`src/rtl/risc16_trace_buffer_if.sv`:
```
// Bus bundle between the RiSC-16 retire tap / trace consumer and the trace buffer.
// The master side drives retire, trigger and control signals; the slave side returns readout and status.
interface risc16_trace_buffer_if #(
  parameter int DATA_W = 16,
  parameter int DEPTH  = 32
);
  localparam int ENTRY_W = 3 * DATA_W + 4;
  localparam int CNT_W   = $clog2(DEPTH) + 1;

  logic               arm;
  logic               retire_valid;
  logic [DATA_W-1:0]  retire_pc;
  logic [DATA_W-1:0]  retire_instr;
  logic               retire_we;
  logic [2:0]         retire_waddr;
  logic [DATA_W-1:0]  retire_wdata;
  logic               trig_en;
  logic [DATA_W-1:0]  trig_pc;
  logic               force_trig;
  logic               rd_ready;
  logic               rd_valid;
  logic [ENTRY_W-1:0] rd_data;
  logic               rd_last;
  logic               armed;
  logic               triggered;
  logic               done;
  logic [CNT_W-1:0]   trig_pos;

  modport master (
    output arm, retire_valid, retire_pc, retire_instr, retire_we, retire_waddr, retire_wdata,
           trig_en, trig_pc, force_trig, rd_ready,
    input  rd_valid, rd_data, rd_last, armed, triggered, done, trig_pos
  );

  modport slave (
    input  arm, retire_valid, retire_pc, retire_instr, retire_we, retire_waddr, retire_wdata,
           trig_en, trig_pc, force_trig, rd_ready,
    output rd_valid, rd_data, rd_last, armed, triggered, done, trig_pos
  );
endinterface

```
`src/rtl/risc16_trace_buffer.sv`:
```
// Trigger-based retirement trace buffer for RiSC-16: circular capture, post-trigger stop,
// then oldest-first readout over a valid/ready port with a one-entry prefetch.
module risc16_trace_buffer #(
  parameter int DATA_W   = 16,
  parameter int DEPTH    = 32,
  parameter int POST_CNT = 16
) (
  input logic                  clk,
  input logic                  rst_n,
  risc16_trace_buffer_if.slave bus
);
  localparam int PTR_W   = $clog2(DEPTH);
  localparam int CNT_W   = PTR_W + 1;
  localparam int ENTRY_W = 3 * DATA_W + 4;
  localparam logic [CNT_W-1:0] POST_INIT = CNT_W'(POST_CNT);
  localparam logic [CNT_W-1:0] FULL      = CNT_W'(DEPTH);

  typedef enum logic [2:0] {S_IDLE, S_ARMED, S_POST, S_DONE, S_READ} state_t;

  state_t             state, state_next;
  logic [ENTRY_W-1:0] mem [DEPTH];
  logic [PTR_W-1:0]   wr_ptr, rd_ptr, oldest;
  logic [CNT_W-1:0]   stored, stored_inc, post_left, rd_cnt, trig_pos_q;
  logic [ENTRY_W-1:0] rd_data_q;
  logic               rd_valid_q, rd_last_q;
  logic               capture, trig_hit, restart, rd_fire, post_end, pc_match;

  assign pc_match   = bus.trig_en && bus.retire_valid && (bus.retire_pc == bus.trig_pc);
  assign stored_inc = (stored == FULL) ? stored : stored + CNT_W'(1);
  assign oldest     = wr_ptr - stored[PTR_W-1:0];

  always_ff @(posedge clk) begin
    if (!rst_n) state <= S_IDLE;
    else        state <= state_next;
  end

  always_comb begin
    state_next = state;
    capture    = 1'b0;
    trig_hit   = 1'b0;
    restart    = 1'b0;
    rd_fire    = 1'b0;
    post_end   = 1'b0;
    case (state)
      S_IDLE: begin
        if (bus.arm) begin
          restart    = 1'b1;
          state_next = S_ARMED;
        end
      end
      S_ARMED: begin
        if (bus.arm) begin
          restart = 1'b1;
        end else begin
          capture = bus.retire_valid;
          if (bus.force_trig || pc_match) begin
            trig_hit = 1'b1;
            // The trigger-cycle entry counts as the first post entry, so POST_CNT=1 ends here
            if (bus.retire_valid && POST_INIT == CNT_W'(1)) begin
              post_end   = 1'b1;
              state_next = S_DONE;
            end else begin
              state_next = S_POST;
            end
          end
        end
      end
      S_POST: begin
        if (bus.arm) begin
          restart    = 1'b1;
          state_next = S_ARMED;
        end else begin
          capture = bus.retire_valid;
          if (bus.retire_valid && post_left == CNT_W'(1)) begin
            post_end   = 1'b1;
            state_next = S_DONE;
          end
        end
      end
      S_DONE: state_next = S_READ;
      S_READ: begin
        if (rd_valid_q && bus.rd_ready) begin
          rd_fire = 1'b1;
          if (rd_last_q) state_next = S_IDLE;
        end
      end
      default: state_next = S_IDLE;
    endcase
  end

  always_ff @(posedge clk) begin
    if (rst_n && capture)
      mem[wr_ptr] <= {bus.retire_pc, bus.retire_instr, bus.retire_we, bus.retire_waddr, bus.retire_wdata};
  end

  always_ff @(posedge clk) begin
    if (!rst_n) begin
      wr_ptr     <= '0;
      stored     <= '0;
      post_left  <= '0;
      trig_pos_q <= '0;
      rd_ptr     <= '0;
      rd_cnt     <= '0;
      rd_data_q  <= '0;
      rd_valid_q <= 1'b0;
      rd_last_q  <= 1'b0;
    end else begin
      if (restart || state == S_IDLE) begin
        wr_ptr    <= '0;
        stored    <= '0;
        post_left <= '0;
      end else begin
        if (capture) begin
          wr_ptr <= wr_ptr + PTR_W'(1);
          stored <= stored_inc;
        end
        if (trig_hit)
          post_left <= bus.retire_valid ? POST_INIT - CNT_W'(1) : POST_INIT;
        else if (state == S_POST && capture)
          post_left <= post_left - CNT_W'(1);
      end

      if (restart)       trig_pos_q <= '0;
      else if (post_end) trig_pos_q <= stored_inc - POST_INIT;

      // Readout keeps the next entry already loaded so back-to-back handshakes have no bubble
      if (state == S_DONE) begin
        rd_data_q  <= mem[oldest];
        rd_ptr     <= oldest + PTR_W'(1);
        rd_cnt     <= '0;
        rd_valid_q <= 1'b1;
        rd_last_q  <= (stored == CNT_W'(1));
      end else if (rd_fire) begin
        if (rd_last_q) begin
          rd_valid_q <= 1'b0;
          rd_last_q  <= 1'b0;
        end else begin
          rd_data_q <= mem[rd_ptr];
          rd_ptr    <= rd_ptr + PTR_W'(1);
          rd_cnt    <= rd_cnt + CNT_W'(1);
          rd_last_q <= (rd_cnt + CNT_W'(2) == stored);
        end
      end
    end
  end

  assign bus.rd_valid  = rd_valid_q;
  assign bus.rd_data   = rd_data_q;
  assign bus.rd_last   = rd_last_q;
  assign bus.armed     = (state == S_ARMED);
  assign bus.triggered = (state == S_POST);
  assign bus.done      = (state == S_DONE) || (state == S_READ);
  assign bus.trig_pos  = trig_pos_q;
endmodule

```
`src/flat_wrapper.sv`:
```
// flat-port wrapper written by rule: the top's interface ports become plain ports
module risc16_trace_buffer_flat 
#(
  parameter int DATA_W   = 16,
  parameter int DEPTH    = 32,
  parameter int POST_CNT = 16
)
  (clk, rst_n, bus_arm, bus_retire_valid, bus_retire_pc, bus_retire_instr, bus_retire_we, bus_retire_waddr, bus_retire_wdata, bus_trig_en, bus_trig_pc, bus_force_trig, bus_rd_ready, bus_rd_valid, bus_rd_data, bus_rd_last, bus_armed, bus_triggered, bus_done, bus_trig_pos);
  risc16_trace_buffer_if #(.DATA_W(DATA_W), .DEPTH(DEPTH)) bus_i ();
  input logic clk;
  input logic rst_n;
  input wire logic [$bits(bus_i.arm)-1:0] bus_arm;
  input wire logic [$bits(bus_i.retire_valid)-1:0] bus_retire_valid;
  input wire logic [$bits(bus_i.retire_pc)-1:0] bus_retire_pc;
  input wire logic [$bits(bus_i.retire_instr)-1:0] bus_retire_instr;
  input wire logic [$bits(bus_i.retire_we)-1:0] bus_retire_we;
  input wire logic [$bits(bus_i.retire_waddr)-1:0] bus_retire_waddr;
  input wire logic [$bits(bus_i.retire_wdata)-1:0] bus_retire_wdata;
  input wire logic [$bits(bus_i.trig_en)-1:0] bus_trig_en;
  input wire logic [$bits(bus_i.trig_pc)-1:0] bus_trig_pc;
  input wire logic [$bits(bus_i.force_trig)-1:0] bus_force_trig;
  input wire logic [$bits(bus_i.rd_ready)-1:0] bus_rd_ready;
  output wire logic [$bits(bus_i.rd_valid)-1:0] bus_rd_valid;
  output wire logic [$bits(bus_i.rd_data)-1:0] bus_rd_data;
  output wire logic [$bits(bus_i.rd_last)-1:0] bus_rd_last;
  output wire logic [$bits(bus_i.armed)-1:0] bus_armed;
  output wire logic [$bits(bus_i.triggered)-1:0] bus_triggered;
  output wire logic [$bits(bus_i.done)-1:0] bus_done;
  output wire logic [$bits(bus_i.trig_pos)-1:0] bus_trig_pos;
  assign bus_i.arm = bus_arm;
  assign bus_i.retire_valid = bus_retire_valid;
  assign bus_i.retire_pc = bus_retire_pc;
  assign bus_i.retire_instr = bus_retire_instr;
  assign bus_i.retire_we = bus_retire_we;
  assign bus_i.retire_waddr = bus_retire_waddr;
  assign bus_i.retire_wdata = bus_retire_wdata;
  assign bus_i.trig_en = bus_trig_en;
  assign bus_i.trig_pc = bus_trig_pc;
  assign bus_i.force_trig = bus_force_trig;
  assign bus_i.rd_ready = bus_rd_ready;
  assign bus_rd_valid = bus_i.rd_valid;
  assign bus_rd_data = bus_i.rd_data;
  assign bus_rd_last = bus_i.rd_last;
  assign bus_armed = bus_i.armed;
  assign bus_triggered = bus_i.triggered;
  assign bus_done = bus_i.done;
  assign bus_trig_pos = bus_i.trig_pos;
  risc16_trace_buffer #(.DATA_W(DATA_W), .DEPTH(DEPTH), .POST_CNT(POST_CNT)) u_core (.clk(clk), .rst_n(rst_n), .bus(bus_i));
endmodule
```
`config.mk`:
```
export PLATFORM = sky130hd
export DESIGN_NAME = risc16_trace_buffer_flat
export DESIGN_NICKNAME = d
export VERILOG_FILES = /design/src/rtl/risc16_trace_buffer_if.sv /design/src/rtl/risc16_trace_buffer.sv /design/src/flat_wrapper.sv
export SDC_FILE = /design/constraint.sdc
export NUM_CORES = 2
export LEC_CHECK = 0
export CAP_MARGIN = 40
export CORE_MARGIN = 2
export CORE_UTILIZATION = 50
export CTS_CLUSTER_SIZE = 10
export DETAILED_ROUTE_END_ITERATION = 6
export PLACE_DENSITY = 0.71
export SLEW_MARGIN = 30
export SYNTH_ARGS = -nofsm -noshare
export SYNTH_HDL_FRONTEND = slang
export SYNTH_SLANG_ARGS = --single-unit
```
`constraint.sdc`:
```
create_clock -name clk -period 6.25 [get_ports clk]
set_input_delay 1.25 -clock clk [delete_from_list [all_inputs] [get_ports clk]]
set_output_delay 1.25 -clock clk [all_outputs]
set_load 0.05 [all_outputs]
```
==> results.rst <==
.. list-table::
   :header-rows: 1

   * - Metric
     - Value
   * - Outcome
     - finished with violations
   * - Violations in the final reports
     - design-rule violations
   * - Buf/Inv on CP
     - 1
   * - Crit path max-delay family
     - compound AO/OA/AOI/OAI gates
   * - M2 GR Usage
     - 0.442
   * - Root buffer selected by CTS
     - sky130_fd_sc_hd__clkbuf_16
   * - Critical Path End Type
     - register
   * - Cells after synthesis
     - 4156
   * - Global route total overflow
     - 0
   * - CTS resizes
     - 0
   * - Fraction of final layout cells sized beyond drive strength 1
     - 0.294
   * - Sum of net half-perimeters after detailed placement
     - 135000 µm
   * - Layout net count
     - roughly 4400
   * - Num Clock Sinks
     - 1760
   * - Library cell occupying the most area in the post-synthesis netlist
     - sky130_fd_sc_hd__edfxtp_1
   * - Maximum ir drop on the vdd rail
     - 0.282 mV
   * - Unrepaired setup endpoints after global routing
     - no
   * - WP data required
     - 7.01 ns
   * - Startpoint-to-endpoint class of the critical path
     - reg2reg
   * - Detailed-route vias per instance
     - 7.32
   * - Dpl ws
     - 1.09 ns
   * - Synth top area cells
     - sky130_fd_sc_hd__edfxtp_1 62%, sky130_fd_sc_hd__mux4_2 23%, sky130_fd_sc_hd__dfxtp_1 2.4%, sky130_fd_sc_hd__nand2_1 1.6%, sky130_fd_sc_hd__mux2i_1 1.4%
   * - Number of register bits inferred by synthesis
     - 1760
   * - WL/cell
     - 36.8 µm
   * - Count of hold buffers inserted by post-cts repair
     - 0
   * - Count of pins on the block boundary
     - 138
   * - Number of H-tree levels
     - 4
   * - Starting utilization of the core area
     - 0.505
   * - Routed vias
     - 48100
   * - Commonest register cell after synthesis
     - sky130_fd_sc_hd__edfxtp_1
   * - Total wirelength of the detailed-routed design
     - 241000 µm
   * - Worst-path cell chain
     - ha_1, and3b_1, o21ai_0, and2_4, buf_4, nand2_1, a32oi_1, a32o_1
   * - Number of buffers on the longest clock path
     - 3
   * - Most frequent cell after synthesis
     - sky130_fd_sc_hd__edfxtp_1
   * - Via count of the first global-routing pass
     - 47300
   * - Setup WS post-layout
     - approximately 1.8 ns
   * - Top-area cell type share of the netlist area
     - 0.623
   * - Layout-stage area growth over the synthesis result
     - 13.6%
   * - Delay of the slowest cell on the worst path
     - ~0.77 ns
   * - Fin. max-slew vios
     - 0
   * - Total power divided by cell area
     - 264 mW/mm²
   * - Synth Area per Inst
     - 19.3 µm²
   * - Commonest cells in the netlist
     - 1664 x sky130_fd_sc_hd__edfxtp_1, 832 x sky130_fd_sc_hd__mux4_2, 334 x sky130_fd_sc_hd__nand2_1
   * - Busiest metal layer after global routing
     - met2
   * - Clock latency of the later-clocked register in the worst-skew pair
     - 0.84 ns
   * - Largest net degree at the start of global routing
     - 124
   * - Maximum clock frequency
     - 227 MHz
   * - Max capacitance violation total
     - 0
   * - Met1 Use GR
     - 0.419
   * - Placer's final routability congestion estimate
     - 0.826
   * - Iter 0 DRT Violations
     - 8079
   * - Syn_nets
     - about 4200
   * - Total track usage
     - 0.295
   * - Final period demand of the worst path
     - 4.40 ns
   * - Count of unresolved DRC violations after routing
     - 2
   * - Row Count
     - 146
   * - Distinct cell type count after synthesis
     - 59
   * - Number of enable-type register cells in the synthesized netlist
     - 1664
   * - YS warnings
     - 0
   * - Remaining antenna violation count after routing
     - 0
   * - Core outline area
     - 0.159 mm²
   * - Maximum clock skew at final layout
     - ~0.03 ns
   * - FFs w/ async S/R, synth
     - 0
   * - Number of fill cells in the layout
     - between 10000 and 15000
   * - Number of antenna violations at the first check in global routing
     - 12
   * - Global-route met3 utilization
     - 0.0818
   * - Sequential-to-total area share from yosys stat
     - 0.647
   * - Worst rel slew slack
     - 0.386
   * - Hold/Removal Path Class
     - reg2reg
   * - Leakage
     - 28.1 nW
   * - CTS tree
     - built
   * - Crit path arrival time
     - 5.16 ns
   * - Clock transition at the register clock pins on the worst setup and hold paths after CTS
     - 0.06 ns
   * - Total of buffers placed on input and output ports
     - 137
   * - Final hold violation count
     - 0
   * - Critical register-to-register path startpoint
     - u_core.wr_ptr[2]$_SDFFE_PP0P_
   * - Setup violations, final
     - 0
   * - Least-Margin Pin Slew
     - approximately 0.92 ns
   * - Final Cycle Share
     - 0.704
   * - Overall die area
     - about 0.16 mm²
   * - Total iterations of the first detailed-routing run
     - 7
   * - Cell with the largest stage delay on the worst path
     - sky130_fd_sc_hd__and2_4
   * - Hold wc startpoint
     - u_core.bus.trig_pos[0]$_SDFFE_PP0P_
   * - Floorplan die height
     - 404 µm
   * - Critical Path Start Type
     - register
   * - CTS Buf Count
     - 197
   * - Width of the die
     - between 400 and 500 µm
   * - Wire length of the first global-routing pass
     - 343000 µm
   * - Max Fanout on Critical Path
     - 29
   * - Critical Path Start
     - u_core.wr_ptr[2]$_SDFFE_PP0P_
   * - Post-synth design cell area
     - 0.0802 mm²
   * - Post-CTS setup buffer count
     - 0
   * - Aggregate negative setup slack
     - 0 ns
==> layer usage <==
layer  vias up  wire, µm
met5         -         9
met4         2      8850
met3       556     33300
met2      4007    111000
met1     25200     88300
li1      18300         -
==> kinds of logic (layout without fill, tap and decap cells) <==
kind of cell,count (synthesis),count (layout),share of synthesized area
adder cells (fa/ha/maj),18,18,0.00287
XOR/XNOR,58,58,0.00643
AO/OA/AOI/OAI,445,445,0.0449
flip-flops,1760,1760,0.647
multiplexers,945,945,0.248
AND/OR/NAND/NOR,581,581,0.0322
buffers and inverters,349,677,0.0188
other,0,7,0
==> layout make-up <==
| cell class | count | area (µm²) | area share |
|---|---|---|---|
| well taps | 2072 | 2590 | 0.0285 |
| diodes | 7 | 17.5 | 0.000192 |
| repair buffers | 315 | 3570 | 0.0392 |
| inverters | 12 | 45.0 | 0.000495 |
| multi-input cells | 2047 | 27200 | 0.299 |
| clock buffers | 335 | 5540 | 0.0608 |
| flip-flops and latches | 1760 | 51900 | 0.570 |
| clock inverters | 15 | 181 | 0.00199 |
==> final timing paths <==
kind                            slack [ns]  cells past startpoint                                   to
worst max-delay path                  1.85                      8  u_core.bus.rd_data[40]$_SDFFE_PN0P_
worst min register to register        0.49                      2  u_core.bus.trig_pos[0]$_SDFFE_PP0P_
worst max register to register        1.85                      8  u_core.bus.rd_data[40]$_SDFFE_PN0P_
worst min-delay path                  0.49                      2  u_core.bus.trig_pos[0]$_SDFFE_PP0P_
==> report_power, final <==
part	total [mW]	internal, mW	switching (mW)
Clock	10.5	6.01	4.54
Sequential	12.9	12.9	0.0134
Combinational	0.565	0.196	0.369
Total	24.0	19.1	4.92
==> cell usage in the layout, fill, tap and decap left out, types with 44 or more instances in the layout <==
| master | n |
|---|---|
| sky130_fd_sc_hd__nand2_1 | 332 |
| sky130_fd_sc_hd__a31oi_1 | 51 |
| sky130_fd_sc_hd__buf_12 | 47 |
| sky130_fd_sc_hd__dfxtp_1 | 92 |
| sky130_fd_sc_hd__a222oi_1 | 44 |
| sky130_fd_sc_hd__nand3_1 | 72 |
| sky130_fd_sc_hd__mux4_2 | 832 |
| sky130_fd_sc_hd__o21ai_0 | 49 |
| sky130_fd_sc_hd__clkbuf_16 | 199 |
| sky130_fd_sc_hd__clkdlybuf4s50_1 | 107 |
| sky130_fd_sc_hd__a32o_1 | 52 |
| sky130_fd_sc_hd__buf_4 | 96 |
| sky130_fd_sc_hd__mux2i_1 | 113 |
| sky130_fd_sc_hd__a22o_1 | 88 |
| sky130_fd_sc_hd__clkbuf_1 | 131 |
| sky130_fd_sc_hd__edfxtp_1 | 1664 |
| sky130_fd_sc_hd__a32oi_1 | 45 |
==> worst min-delay path, cell delays in order, from the launching register on <==
cell and delay, ns:
sky130_fd_sc_hd__dfxtp_1 0.32, sky130_fd_sc_hd__a21oi_1 0.06, sky130_fd_sc_hd__nor2_1 0.07
==> stage by stage <==
step | power [mW] | hold slack [ns] | util | area, µm² | instances
finish | 24.0 | 0.493 | 0.574 | 91100 | 6563
global route | 24.6 | 0.537 | 0.574 | 91100 | 6559
CTS | 24.1 | 0.491 | 0.573 | 90900 | 6548
detailed placement | 13.7 | 0.476 | 0.537 | 85200 | 6198
global placement | 13.7 | 0.480 | 0.534 | 84700 | 6166
floorplan | 13.4 | 0.504 | - | 80200 | 4156
==> registers in the layout, summed over array words and instances (netlist names), named ones only <==
name and count:
u_core.bus.rd_data 52, u_core.bus.rd_last 1, u_core.bus.rd_valid 1, u_core.bus.trig_pos 6
u_core.mem 1664, u_core.post_left 6, u_core.rd_cnt 6, u_core.rd_ptr 5
u_core.state 3, u_core.stored 6, u_core.wr_ptr 5
(Power assumes the default switching activity.)
